**src/rtl/pipe_scoreboard_if.sv**
```systemverilog
// Scoreboard issue/lookup bundle between the ID stage and pipe_scoreboard.
// master = ID-stage decode logic, slave = the scoreboard itself.
interface pipe_scoreboard_if #(
  parameter int NUM_REGS = 32,
  parameter int REG_AW   = 5,
  parameter int NUM_RD   = 2,
  parameter int LAT_W    = 2
);
  logic                     issue_valid;
  logic                     issue_we;
  logic [REG_AW-1:0]        issue_rd;
  logic [LAT_W-1:0]         issue_lat;
  logic [NUM_RD-1:0]        src_valid;
  logic [NUM_RD*REG_AW-1:0] src_addr;
  logic                     flush;
  logic                     stall;
  logic                     issue_fire;
  logic [NUM_RD*LAT_W-1:0]  fwd_dist;
  logic [NUM_REGS-1:0]      busy_vec;

  modport master (
    output issue_valid, issue_we, issue_rd, issue_lat, src_valid, src_addr, flush,
    input  stall, issue_fire, fwd_dist, busy_vec
  );

  modport slave (
    input  issue_valid, issue_we, issue_rd, issue_lat, src_valid, src_addr, flush,
    output stall, issue_fire, fwd_dist, busy_vec
  );
endinterface

```
**src/rtl/pipe_scoreboard.sv**
```systemverilog
// pipe_scoreboard: per-register write-back countdown for the in-order pipeline.
// Each architectural register holds the number of cycles until its pending
// write lands in the register file. Sources are looked up combinationally to
// produce the ID stall, a per-port bypass distance and a busy vector.
// Optional feature: define SCOREBOARD_FWD_EN to let sources whose countdown is
// within FWD_WIN proceed via the bypass network instead of stalling.
module pipe_scoreboard #(
  parameter int NUM_REGS = 32,
  parameter int REG_AW   = 5,
  parameter int NUM_RD   = 2,
  parameter int MAX_LAT  = 3,
  parameter int LAT_W    = 2,
  parameter int FWD_WIN  = 2
) (
  input  logic             clock,
  input  logic             reset,
  pipe_scoreboard_if.slave sb
);

  localparam logic [LAT_W:0]  MAX_LAT_W  = (LAT_W+1)'(MAX_LAT);
  localparam logic [REG_AW:0] NUM_REGS_W = (REG_AW+1)'(NUM_REGS);
`ifdef SCOREBOARD_FWD_EN
  localparam logic [LAT_W-1:0] FWD_LIM = LAT_W'(FWD_WIN);
`else
  // Without bypassing the window collapses to zero: any pending write stalls.
  localparam logic [LAT_W-1:0] FWD_LIM = LAT_W'(FWD_WIN * 0);
`endif

  logic [LAT_W-1:0]  cnt_reg  [NUM_REGS];
  logic [LAT_W-1:0]  cnt_next [NUM_REGS];
  logic [LAT_W-1:0]  lat_eff;
  logic              load;
  logic [NUM_RD-1:0] hazard;
  logic              stall_int;
  logic              fire_int;

  // Oversized latencies are clamped to the longest supported one.
  assign lat_eff = ({1'b0, sb.issue_lat} > MAX_LAT_W) ? MAX_LAT_W[LAT_W-1:0] : sb.issue_lat;

  // Only real register writes with a nonzero latency create an entry.
  assign load = fire_int & sb.issue_we & (sb.issue_rd != '0) & (sb.issue_lat != '0);

  // Per-register next count: decrement, then the WAW-safe max with a new issue.
  for (genvar gi = 0; gi < NUM_REGS; gi++) begin : g_reg
    if (gi == 0) begin : g_zero
      assign cnt_next[gi] = '0;
    end else begin : g_live
      logic [LAT_W-1:0] dec;
      assign dec = (cnt_reg[gi] != '0) ? cnt_reg[gi] - 1'b1 : '0;
      assign cnt_next[gi] = (load && (sb.issue_rd == REG_AW'(gi)) && (lat_eff > dec)) ? lat_eff : dec;
    end
    assign sb.busy_vec[gi] = (cnt_reg[gi] != '0);
  end

  // Counter bank; reset clears every pending write immediately.
  always_ff @(posedge clock or negedge reset) begin
    if (!reset) begin
      for (int r = 0; r < NUM_REGS; r++) cnt_reg[r] <= '0;
    end else begin
      for (int r = 0; r < NUM_REGS; r++) cnt_reg[r] <= cnt_next[r];
    end
  end

  // Per-port lookup against the current counts (older instructions only).
  for (genvar gi = 0; gi < NUM_RD; gi++) begin : g_port
    logic [REG_AW-1:0] addr;
    logic [LAT_W-1:0]  src_cnt;
    assign addr    = sb.src_addr[gi*REG_AW +: REG_AW];
    assign src_cnt = ({1'b0, addr} < NUM_REGS_W) ? cnt_reg[addr] : '0;
    assign hazard[gi] = sb.src_valid[gi] & (src_cnt != '0) & ~(src_cnt <= FWD_LIM);
`ifdef SCOREBOARD_FWD_EN
    assign sb.fwd_dist[gi*LAT_W +: LAT_W] = sb.src_valid[gi] ? src_cnt : '0;
`else
    assign sb.fwd_dist[gi*LAT_W +: LAT_W] = '0;
`endif
  end

  // Flush overrides stall; nothing issues or stalls while reset is held.
  assign stall_int     = reset & sb.issue_valid & ~sb.flush & (|hazard);
  assign fire_int      = reset & sb.issue_valid & ~sb.flush & ~stall_int;
  assign sb.stall      = stall_int;
  assign sb.issue_fire = fire_int;

endmodule
```
**src/flat_wrapper.sv**
```systemverilog
// flat-port wrapper written by rule: the top's interface ports become plain ports
module pipe_scoreboard_flat 
#(
  parameter int NUM_REGS = 32,
  parameter int REG_AW   = 5,
  parameter int NUM_RD   = 2,
  parameter int MAX_LAT  = 3,
  parameter int LAT_W    = 2,
  parameter int FWD_WIN  = 2
)
  (clock, reset, sb_issue_valid, sb_issue_we, sb_issue_rd, sb_issue_lat, sb_src_valid, sb_src_addr, sb_flush, sb_stall, sb_issue_fire, sb_fwd_dist, sb_busy_vec);
  pipe_scoreboard_if #(.NUM_REGS(NUM_REGS), .REG_AW(REG_AW), .NUM_RD(NUM_RD), .LAT_W(LAT_W)) sb_i ();
  input  logic clock;
  input  logic reset;
  input wire logic [$bits(sb_i.issue_valid)-1:0] sb_issue_valid;
  input wire logic [$bits(sb_i.issue_we)-1:0] sb_issue_we;
  input wire logic [$bits(sb_i.issue_rd)-1:0] sb_issue_rd;
  input wire logic [$bits(sb_i.issue_lat)-1:0] sb_issue_lat;
  input wire logic [$bits(sb_i.src_valid)-1:0] sb_src_valid;
  input wire logic [$bits(sb_i.src_addr)-1:0] sb_src_addr;
  input wire logic [$bits(sb_i.flush)-1:0] sb_flush;
  output wire logic [$bits(sb_i.stall)-1:0] sb_stall;
  output wire logic [$bits(sb_i.issue_fire)-1:0] sb_issue_fire;
  output wire logic [$bits(sb_i.fwd_dist)-1:0] sb_fwd_dist;
  output wire logic [$bits(sb_i.busy_vec)-1:0] sb_busy_vec;
  assign sb_i.issue_valid = sb_issue_valid;
  assign sb_i.issue_we = sb_issue_we;
  assign sb_i.issue_rd = sb_issue_rd;
  assign sb_i.issue_lat = sb_issue_lat;
  assign sb_i.src_valid = sb_src_valid;
  assign sb_i.src_addr = sb_src_addr;
  assign sb_i.flush = sb_flush;
  assign sb_stall = sb_i.stall;
  assign sb_issue_fire = sb_i.issue_fire;
  assign sb_fwd_dist = sb_i.fwd_dist;
  assign sb_busy_vec = sb_i.busy_vec;
  pipe_scoreboard #(.NUM_REGS(NUM_REGS), .REG_AW(REG_AW), .NUM_RD(NUM_RD), .MAX_LAT(MAX_LAT), .LAT_W(LAT_W), .FWD_WIN(FWD_WIN)) u_core (.clock(clock), .reset(reset), .sb(sb_i));
endmodule
```
**config.mk**
```make
export PLATFORM = sky130hd
export DESIGN_NAME = pipe_scoreboard_flat
export DESIGN_NICKNAME = d
export VERILOG_FILES = /design/src/rtl/pipe_scoreboard_if.sv /design/src/rtl/pipe_scoreboard.sv /design/src/flat_wrapper.sv
export SDC_FILE = /design/constraint.sdc
export NUM_CORES = 1
export LEC_CHECK = 0
export ABC_AREA = 1
export CAP_MARGIN = 20
export CORE_MARGIN = 2
export CORE_UTILIZATION = 50
export CTS_CLUSTER_SIZE = 30
export DETAILED_ROUTE_END_ITERATION = 10
export PLACE_DENSITY_LB_ADDON = 0.15
export SYNTH_ARGS = -nofsm -noshare
export SYNTH_HDL_FRONTEND = slang
export SYNTH_SLANG_ARGS = --single-unit
```
**constraint.sdc**
```tcl
create_clock -name clock -period 2.9 [get_ports clock]
set_input_delay 0.58 -clock clock [delete_from_list [all_inputs] [get_ports clock]]
set_output_delay 0.58 -clock clock [all_outputs]
set_load 0.005 [all_outputs]
```
Word-level counts from Yosys, hierarchy flattened

Index checks and enable logic that the tools add are counted.

Magnitude comparators: 35
Shift operators: 0
Reductions and logical operators: 98
Bitwise operators: 17
Multiply operators: 0
Mux-type cells: 68
Eq/ne operators: 31
Add/sub/neg operators: 31
Div/mod/pow operators: 0

Operator list:

| kind                                                           | number |
|---|---|
| two-way mux 2 bit                                              | 66 |
| == test 5 bit, second input constant                           | 16 |
| nonzero test 2 bit                                             | 34 |
| greater-than comparator 2 bit                                  | 31 |
| logical AND 1 bit                                              | 62 |
| subtractor 2 x 1 -> 2 bit, second input constant               | 31 |
| == test 5 x 4 -> 1 bit, second input constant                  | 8 |
| binary-select mux 2 bit (select 5 bit)                         | 2 |
| == test 5 x 3 -> 1 bit, second input constant                  | 4 |
| >= comparator 6 bit, second input constant                     | 2 |
| inverter 5 -> 6 bit                                            | 2 |
| AND 1 bit                                                      | 11 |
| == test 5 x 2 -> 1 bit, second input constant                  | 2 |
| == test 5 x 1 -> 1 bit, second input constant                  | 1 |
| nonzero test 5 bit                                             | 1 |
| less-or-equal comparator 2 x 1 -> 1 bit, second input constant | 2 |
| inverter 1 bit                                                 | 4 |
| OR reduction 2 bit                                             | 1 |

ROM bits: 0
Bits in registers: 62
Word-level logic and storage cells: 311
Memories: 0
Output and inout bits: 38
Bits in latches: 0
Memory bits (writable): 0

Depth between registers and ports, before layout

Gate-level depths: netlist of run 1.

Depth in word-level cells: 17
Mapped depth: 17
Depth with buffers taken out: 16

Worst setup path after synthesis of run 1

No wires, ideal clock.

Path type: input -> register
Start: input sb_issue_lat[0]
End: register u_core.cnt_reg[60] (netlist name)
Setup slack: 0.047 ns
Arrival time: 2.736 ns
Path buffers: 2
Data required time: 2.783 ns
Stages: 8
Library setup time: 0.117 ns
Cell sequence: clkbuf_1 > clkbuf_1 > inv_1 > ha_1 > a2111oi_0 > nand3_1 > nand2_1 > nand2_1

RTL lines:

| item               | RTL line              | text |
|---|---|---|
| start: declaration | flat_wrapper.sv:18    | `input wire logic [$bits(sb_i.issue_lat)-1:0] sb_issue_lat;` |
| end: declaration   | pipe_scoreboard.sv:29 | `logic [LAT_W-1:0] cnt_reg [NUM_REGS];` |

Worst setup path in the final report of run 1

Start: input sb_src_addr[1]
End: output sb_issue_fire

Longest elaborated chain between the ends: 11
Elaborated cells between the ends (all ways): 13
Classes of those cells: order compare: 1; mux: 3; bitwise: 7; reduce/logical: 2

Ends and longest elaborated chain:

| item                                                                                 | RTL line              | text |
|---|---|---|
| start: declaration                                                                   | flat_wrapper.sv:20    | `input wire logic [$bits(sb_i.src_addr)-1:0] sb_src_addr;` |
| inverter 5 -> 6 bit (implied by the code) (*)                                        | pipe_scoreboard.sv:69 | `assign src_cnt = ({1'b0, addr} < NUM_REGS_W) ? cnt_reg[addr] : '0;` |
| binary-select mux 2 bit (select 5 bit) (*)                                           | pipe_scoreboard.sv:69 |  |
| two-way mux 2 bit (implied by the code) (*) (2 in a row)                             | pipe_scoreboard.sv:69 |  |
| less-or-equal comparator 2 x 1 -> 1 bit / nonzero test 2 bit (equally long branches) | pipe_scoreboard.sv:70 | `assign hazard[gi] = sb.src_valid[gi] & (src_cnt != '0) & ~(src_cnt <= FWD_LIM);` |
| inverter 1 bit / AND 1 bit (equally long branches)                                   | pipe_scoreboard.sv:70 |  |
| AND 1 bit (*)                                                                        | pipe_scoreboard.sv:70 |  |
| OR reduction 2 bit (*)                                                               | pipe_scoreboard.sv:79 | `assign stall_int = reset & sb.issue_valid & ~sb.flush & (\|hazard);` |
| AND 1 bit (*)                                                                        | pipe_scoreboard.sv:79 |  |
| inverter 1 bit (*)                                                                   | pipe_scoreboard.sv:80 | `assign fire_int = reset & sb.issue_valid & ~sb.flush & ~stall_int;` |
| AND 1 bit (*)                                                                        | pipe_scoreboard.sv:80 |  |
| end: declaration                                                                     | flat_wrapper.sv:23    | `output wire logic [$bits(sb_i.issue_fire)-1:0] sb_issue_fire;` |

Every way passes the cells marked *; elsewhere a longest branch is shown, timed or not. The select of a mux whose other input is x is not followed.

==> results of run 1 <==
[report_power, final]
| part | total (mW) | internal (mW) | switching, mW |
|---|---|---|---|
| sequential | 0.865 | 0.865 | 0.000376 |
| combinational | 0.321 | 0.117 | 0.204 |
| clock | 0.919 | 0.554 | 0.366 |
| total | 2.11 | 1.54 | 0.570 |
[kinds of logic after synthesis]
kind of cell,after synthesis
flip-flops,62
AO/OA/AOI/OAI,77
buffers and inverters,169
adder cells (fa/ha/maj),62
other,1
AND/OR/NAND/NOR,468
[synth_stat cells (all sizes together)]
| library cell | count | share of area, % |
|---|---|---|
| nand2 | 240 | 16 |
| inv | 143 | 9.7 |
| nand3 | 118 | 11 |
| nor2 | 105 | 7.7 |
| dfrtp | 62 | 28 |
| ha | 62 | 14 |
| a21oi | 45 | 4.1 |
| a2111oi | 30 | 4.8 |
| buf | 17 | 2.7 |
| clkbuf | 9 | 0.61 |
| or2 | 4 | 0.45 |
| a211oi | 1 | 0.14 |
| conb | 1 | 0.068 |
| nand3b | 1 | 0.14 |
| o21ai | 1 | 0.091 |
[cell type report]
class,instances,area (sq um),share of cell area (%)
flip-flops and latches,62,1551,22.55
clock inverters,3,65.06,0.9456
multi-input cells,612,3322,48.28
inverters,143,536.8,7.801
well taps,140,175.2,2.546
clock buffers,13,168.9,2.455
repair buffers,114,1061,15.42
[worst min-delay path by stage]
| stage | depth (start not counted) | slack [ns] | to |
|---|---|---|---|
| 2_1_floorplan | 0 | 0.28 | u_core.cnt_reg[0] |
| 3_3_place_gp | 3 | 0.54 | u_core.cnt_reg[2] |
| 3_5_place_dp | 3 | 0.55 | u_core.cnt_reg[50] |
| 4_1_cts | 2 | 0.26 | u_core.cnt_reg[16] |
| 5_1_grt | 2 | 0.24 | u_core.cnt_reg[16] |
| 6_report | 2 | 0.26 | u_core.cnt_reg[16] |
[routing by layer]
layer  wire [um]  global-route usage [%]
met1        7785                   41.57
met2        8137                   51.46
met3        1054                   5.858
met4         248                   8.516
met5           0                       0
[timing repair]
item                                    in CTS  in global routing
hold endpoints to repair                     0                  0
endpoints found under the setup margin       2                  0
resized for setup                           37                  0
[per-stage QoR]
stage | setup WS [ns] | TNS, ns
after global routing | 0.02303 | 0
after global placement | -0.3778 | -5.278
after detailed placement | -0.4061 | -8.498
after CTS | 0.1922 | 0
final | 0.1659 | 0
after floorplan | 0.04680 | 0
[worst max-delay path, stage by stage]
cell and delay (ns):
clkdlybuf4s15_2 0.28, inv_2 0.07, nor2_2 0.15, nand2_1 0.07, nand2_1 0.09, nor2_1 0.05
nor2_1 0.08, nand2_1 0.06, nand3_1 0.10, nand3_2 0.10, buf_4 0.15, nand2_2 0.08
nor2_4 0.03, dlygate4sd2_1 0.26
==> reports/qor.tcl, run 1 <==
set qor(run_status) {complete, no violations}
set qor(drtAntennaViolNets) 0
set qor(power_density_nw_per_um2) 306.1
set qor(netlist_instances) 839
set qor(startpoint_type) {input port}
set qor(tritoncts.num_buffers) 9
set qor(dpl_cell_area_sq_um) 6586
set qor(port_buffer_count) 56
set qor(grt_max_degree) 48
set qor(route.detailed.drc) 0
set qor(synth_top_family_by_area) {simple AND/OR/NAND/NOR gates}
set qor(compound_cell_area_share_of_the_yosys_netlist_pct) 9.068
set qor(post_cts.repair.setup_buffers) 0
set qor(final_nets) 1028
set qor(final_total_pwr_mw) 2.106
set qor(finalHoldWorstSlack_ns) 0.2561
set qor(postSynthRegisterBits) 62
set qor(ys_seq_area_share_pct) 28.11
set qor(layout.cells.most_common_list) {235 x nand2_1, 135 x inv_1, 115 x nand3_1}
set qor(detailroute.via_count) 5777
set qor(final_core_util_pct) 63.75
set qor(final_max_slew_viol_count) 0
set qor(overall_routing_resource_usage_pct) 31.14
set qor(layout.filler_cells) 1016
set qor(transition_at_the_pin_with_the_smallest_max_transition_slack_ns) 0.6364
set qor(synth-warning-count) 0
set qor(mostFrequentLayoutCell) {nand2_1}
set qor(hold_vio_cnt_final) 0
set qor(critPathKind) {input port to output port}
set qor(cts.clk_slew.worst_paths_ns) 0.08
set qor(clock_path_buffers) 2
set qor(arrival_ns) 2.15
set qor(startpoint) {sb_src_addr[1]}
set qor(required_ns) 2.32
set qor(wire_per_inst_um) 15.85
set qor(period_share_pct) 94.28
set qor(final-setup-viol-count) 0
set qor(final_std_cells_w_o_fill) 1087
set qor(largest_register_ffs) 62
set qor(vdd_ir_drop_max_mv) 0.2894
set qor(worst_r2r_endpoint) {u_core.cnt_reg[36]}
set qor(fin_skew_ns) 0.01069
set qor(place.gp.congestion) 0.9063
set qor(endpoint) {sb_issue_fire}
set qor(syn-mean-instance-area_sq_um) 6.578
set qor(antenna_violations_before_repair) 0
set qor(leakage_nw) 3.809
set qor(timing.hold.worst.class) {input port to asynchronous set/reset pin}
set qor(max_freq_mhz) 365.7
set qor(worstSkewPairLatency_ns) 0.37
set qor(placed_cells) 1071
set qor(synthAdderAreaFrac_pct) 14.06
set qor(finalInstanceArea_sq_um) 6880
set qor(synth_xor_xnor_area_share_pct) 0
set qor(detailedRoute.firstPassIterationCount) 5
set qor(number_of_clock_sinks) 62
set qor(holdBufCountCts) 0
set qor(cts-root-buf) {clkbuf_8}
set qor(grt_overflow) 0
set qor(worst_r2r_startpoint) {u_core.cnt_reg[2]}
set qor(top_level_port_count) 62
set qor(setup_repair_after_global_routing_missed_its_margin) {no}
set qor(dieHeight_um) 109.1
set qor(area_share_of_and_or_nand_nor_cells_after_synthesis_pct) 35.64
set qor(layout-drive-gt1-share_pct) 12.04
set qor(reported_max_cap_violation_count) 0
set qor(cts_htree_levels) 3
set qor(reg2reg_slack_ns) 0.58
set qor(drt_iter0_markers) 413
set qor(critical_path.endpoint_type) {output port}
set qor(routed_wl_mm) 17.23
set qor(routed_via_density) 5.315
set qor(die_area_sq_um) 11890
set qor(grt_pass1_wl_mm) 27.94
set qor(die-width_um) 109.1
set qor(area_delta_synth_final_pct) 24.67
set qor(floorplan.core_area_sq_um) 10790
set qor(finalCriticalPeriod_ns) 2.734
set qor(n_antenna_cell) 0
set qor(max-slew-margin-rel_pct) 57.57
set qor(post_synth_mux_area_share_pct) 0
set qor(crit_path_max_fanout) 5
set qor(fp-row-count) 38
set qor(r2r_cells) 13
set qor(grt_pass1_vias) 5620
set qor(number_of_distinct_library_cells_after_synthesis) 24
set qor(initial_utilization_pct) 51.14
set qor(synth_area_sq_um) 5519
set qor(dp_hpwl_mm) 12.96
set qor(tritoncts) {built}
Power figures use the tool's default switching activity.
==> inputs of run 2 (changes only) <==
Settings changed: GPL_ROUTABILITY_DRIVEN set to 0.
==> reports/qor.tcl, run 2 (synthesized netlist as in run 1, its figures left out) <==
set qor(overall_routing_resource_usage_pct) 30.96 ;# was 31.14%
set qor(cts.clk_slew.worst_paths_ns) 0.08 ;# about the same
set qor(top_level_port_count) 62 ;# unchanged
set qor(reg2reg_slack_ns) 0.26 ;# was 0.58 ns
set qor(worst_r2r_startpoint) {u_core.cnt_reg[11]} ;# was u_core.cnt_reg[2]
set qor(final_total_pwr_mw) 2.008 ;# was 2.106 mW
set qor(transition_at_the_pin_with_the_smallest_max_transition_slack_ns) 0.8587 ;# was 0.6364 ns
set qor(fp-row-count) 38 ;# unchanged
set qor(holdBufCountCts) 0 ;# unchanged
set qor(required_ns) 3.21 ;# was 2.32 ns
set qor(delay_of_the_slowest_cell_on_the_worst_path_ns) 0.68 ;# was 0.28 ns
set qor(layout-drive-gt1-share_pct) 12.80 ;# was 12.04%
set qor(period_share_pct) 91.10 ;# was 94.28%
set qor(arrival_ns) 2.95 ;# was 2.15 ns
set qor(reported_max_cap_violation_count) 0 ;# unchanged
set qor(grt_pass1_wl_mm) 28.10 ;# was 27.94 mm
set qor(cts-root-buf) {clkbuf_8} ;# unchanged
set qor(grt_max_degree) 64 ;# was 48
set qor(crit_path_max_fanout) 62 ;# was 5
set qor(detailroute.via_count) 5968 ;# was 5,777
set qor(dpl_cell_area_sq_um) 6496 ;# was 6586 sq um
set qor(power_density_nw_per_um2) 292.9 ;# was 306.1 nW/um^2
set qor(floorplan.core_area_sq_um) 10790 ;# unchanged
set qor(routed_via_density) 5.500 ;# was 5.315
set qor(mostFrequentLayoutCell) {nand2_1} ;# unchanged
set qor(final_max_slew_viol_count) 0 ;# unchanged
set qor(fin_skew_ns) 0.01263 ;# was 0.01069 ns
set qor(area_delta_synth_final_pct) 24.21 ;# was 24.67%
set qor(dieHeight_um) 109.1 ;# unchanged
set qor(cts_htree_levels) 3 ;# unchanged
set qor(initial_utilization_pct) 51.14 ;# unchanged
set qor(layout.cells.most_common_list) {233 x nand2_1, 137 x inv_1, 115 x nand3_1} ;# was 235 x nand2_1, 135 x inv_1, 115 x nand3_1
set qor(detailedRoute.firstPassIterationCount) 6 ;# was 5
set qor(critical_path.endpoint_type) {flop} ;# was output port
set qor(antenna_violations_before_repair) 0 ;# unchanged
set qor(run_status) {complete, no violations} ;# unchanged
set qor(final_nets) 1026 ;# was 1,028
set qor(finalInstanceArea_sq_um) 6855 ;# was 6880 sq um
set qor(wire_per_inst_um) 15.94 ;# was 15.85 um
set qor(die-width_um) 109.1 ;# unchanged
set qor(largest_register_ffs) 62 ;# unchanged
set qor(routed_wl_mm) 17.29 ;# was 17.23 mm
set qor(leakage_nw) 3.819 ;# was 3.809 nW
set qor(max-slew-margin-rel_pct) 42.75 ;# was 57.57%
set qor(hold_vio_cnt_final) 0 ;# unchanged
set qor(vdd_ir_drop_max_mv) 0.1910 ;# was 0.2894 mV
set qor(clock_path_buffers) 2 ;# unchanged
set qor(route.detailed.drc) 0 ;# unchanged
set qor(tritoncts.num_buffers) 9 ;# unchanged
set qor(worstPathCellList) {inv_1 -> nand2_1 -> nor2_1 -> nor2_1 -> nand3_1 -> nand3_1 -> nand2_1 -> nand2_1 -> nand3_2 -> buf_4 -> buf_4 -> nand3_2 -> nor2_8 -> nand3_1 -> nand2_1} ;# was clkdlybuf4s15_2 -> inv_2 -> nor2_2 -> nand2_1 -> nand2_1 -> nor2_1 -> nor2_1 -> nand2_1 -> nand3_1 -> nand3_2 -> buf_4 -> nand2_2 -> nor2_4 -> dlygate4sd2_1
set qor(crit_top_cell) {nand2_1} ;# unchanged
set qor(placed_cells) 1064 ;# was 1,071
set qor(setup_repair_after_global_routing_missed_its_margin) {no} ;# unchanged
set qor(worstSkewPairLatency_ns) 0.37 ;# about the same
set qor(tritoncts) {built} ;# unchanged
set qor(startpoint) {u_core.cnt_reg[11]} ;# was sb_src_addr[1]
set qor(port_buffer_count) 56 ;# unchanged
set qor(grt_overflow) 0 ;# unchanged
set qor(number_of_clock_sinks) 62 ;# unchanged
set qor(critPathSlowestCell) {nor2_8} ;# was clkdlybuf4s15_2
set qor(startpoint_type) {flop} ;# was input port
set qor(max_freq_mhz) 378.5 ;# was 365.7 MHz
set qor(drtAntennaViolNets) 0 ;# unchanged
set qor(final_std_cells_w_o_fill) 1085 ;# was 1,087
set qor(critPathKind) {flop to flop} ;# was input port to output port
set qor(dp_hpwl_mm) 12.47 ;# was 12.96 mm
set qor(die_area_sq_um) 11890 ;# unchanged
set qor(final-setup-viol-count) 0 ;# unchanged
set qor(timing.hold.worst.class) {input port to asynchronous set/reset pin} ;# unchanged
set qor(drt_iter0_markers) 416 ;# was 413
set qor(grt_pass1_vias) 5959 ;# was 5,620
set qor(finalCriticalPeriod_ns) 2.642 ;# was 2.734 ns
set qor(n_antenna_cell) 0 ;# unchanged
run 2: worst max-delay path: cells and delay by family, from the launching register on:
kind,cells,cell delay (ns)
flip-flops,1,0.38
buffers and inverters,3,0.29
AND/OR/NAND/NOR,12,1.90
run 2: power breakdown:
| group | leakage [nW] | internal, mW | total [mW] | switching (mW) |
|---|---|---|---|---|
| Sequential | 0.867 | 0.864 | 0.865 | 0.000433 |
| Combinational | 2.85 | 0.113 | 0.319 | 0.206 |
| Clock | 0.106 | 0.440 | 0.825 | 0.385 |
| Total | 3.82 | 1.42 | 2.01 | 0.591 |
run 2: final cells by class:
class | instances | area (sq um)
Tap cell | 140 | 175.2
Multi-Input combinational cell | 612 | 3403
Fill cell | 1028 | 3938
Clock inverter | 4 | 45.04
Sequential cell | 62 | 1551
Clock buffer | 12 | 155.1
Inverter | 143 | 536.8
Timing Repair Buffer | 112 | 988.4
run 2: timing repair:
action | CTS | global route
pin swaps | 2 | 2
resized for setup | 53 | 13
setup endpoints to repair | 60 | 1
setup buffers | 3 | 2
run 2: metal layers:
layer,vias up,part of all wire [%],track usage (%)
met2,229,46,50.00
met5,-,0,0
li1,2897,-,-
met4,0,4.4,18.96
met3,58,7.6,5.798
met1,2784,42,38.10
run 2: per-stage QoR:
step | worst slack (ns) | util (%) | setup TNS, ns | hold slack [ns]
floorplan | 0.04680 | - | 0 | 0.2844
global placement | -0.3617 | 60.19 | -19.79 | 0.5458
detailed placement | -0.4515 | 60.19 | -25.28 | 0.5481
CTS | 0.002358 | 62.97 | 0 | 0.3701
global route | 0.04087 | 63.52 | 0 | 0.3991
finish | 0.2582 | 63.52 | 0 | 0.3648
run 2: final timing paths:
path / endpoint / depth (start not counted)
min in group clock: u_core.cnt_reg[22] / 3
hold reg to reg: u_core.cnt_reg[22] / 3
hold / removal: u_core.cnt_reg[53] / 2
max in group asynchronous: u_core.cnt_reg[1] / 3
setup / recovery: u_core.cnt_reg[18] / 15
setup reg to reg: u_core.cnt_reg[18] / 15
==> inputs of run 3 (changes only) <==
Settings changed: GPL_ROUTABILITY_DRIVEN 0 to not set.
==> results of run 3 <==
No change in the layout: final DEF, timing and power equal those of run 1.
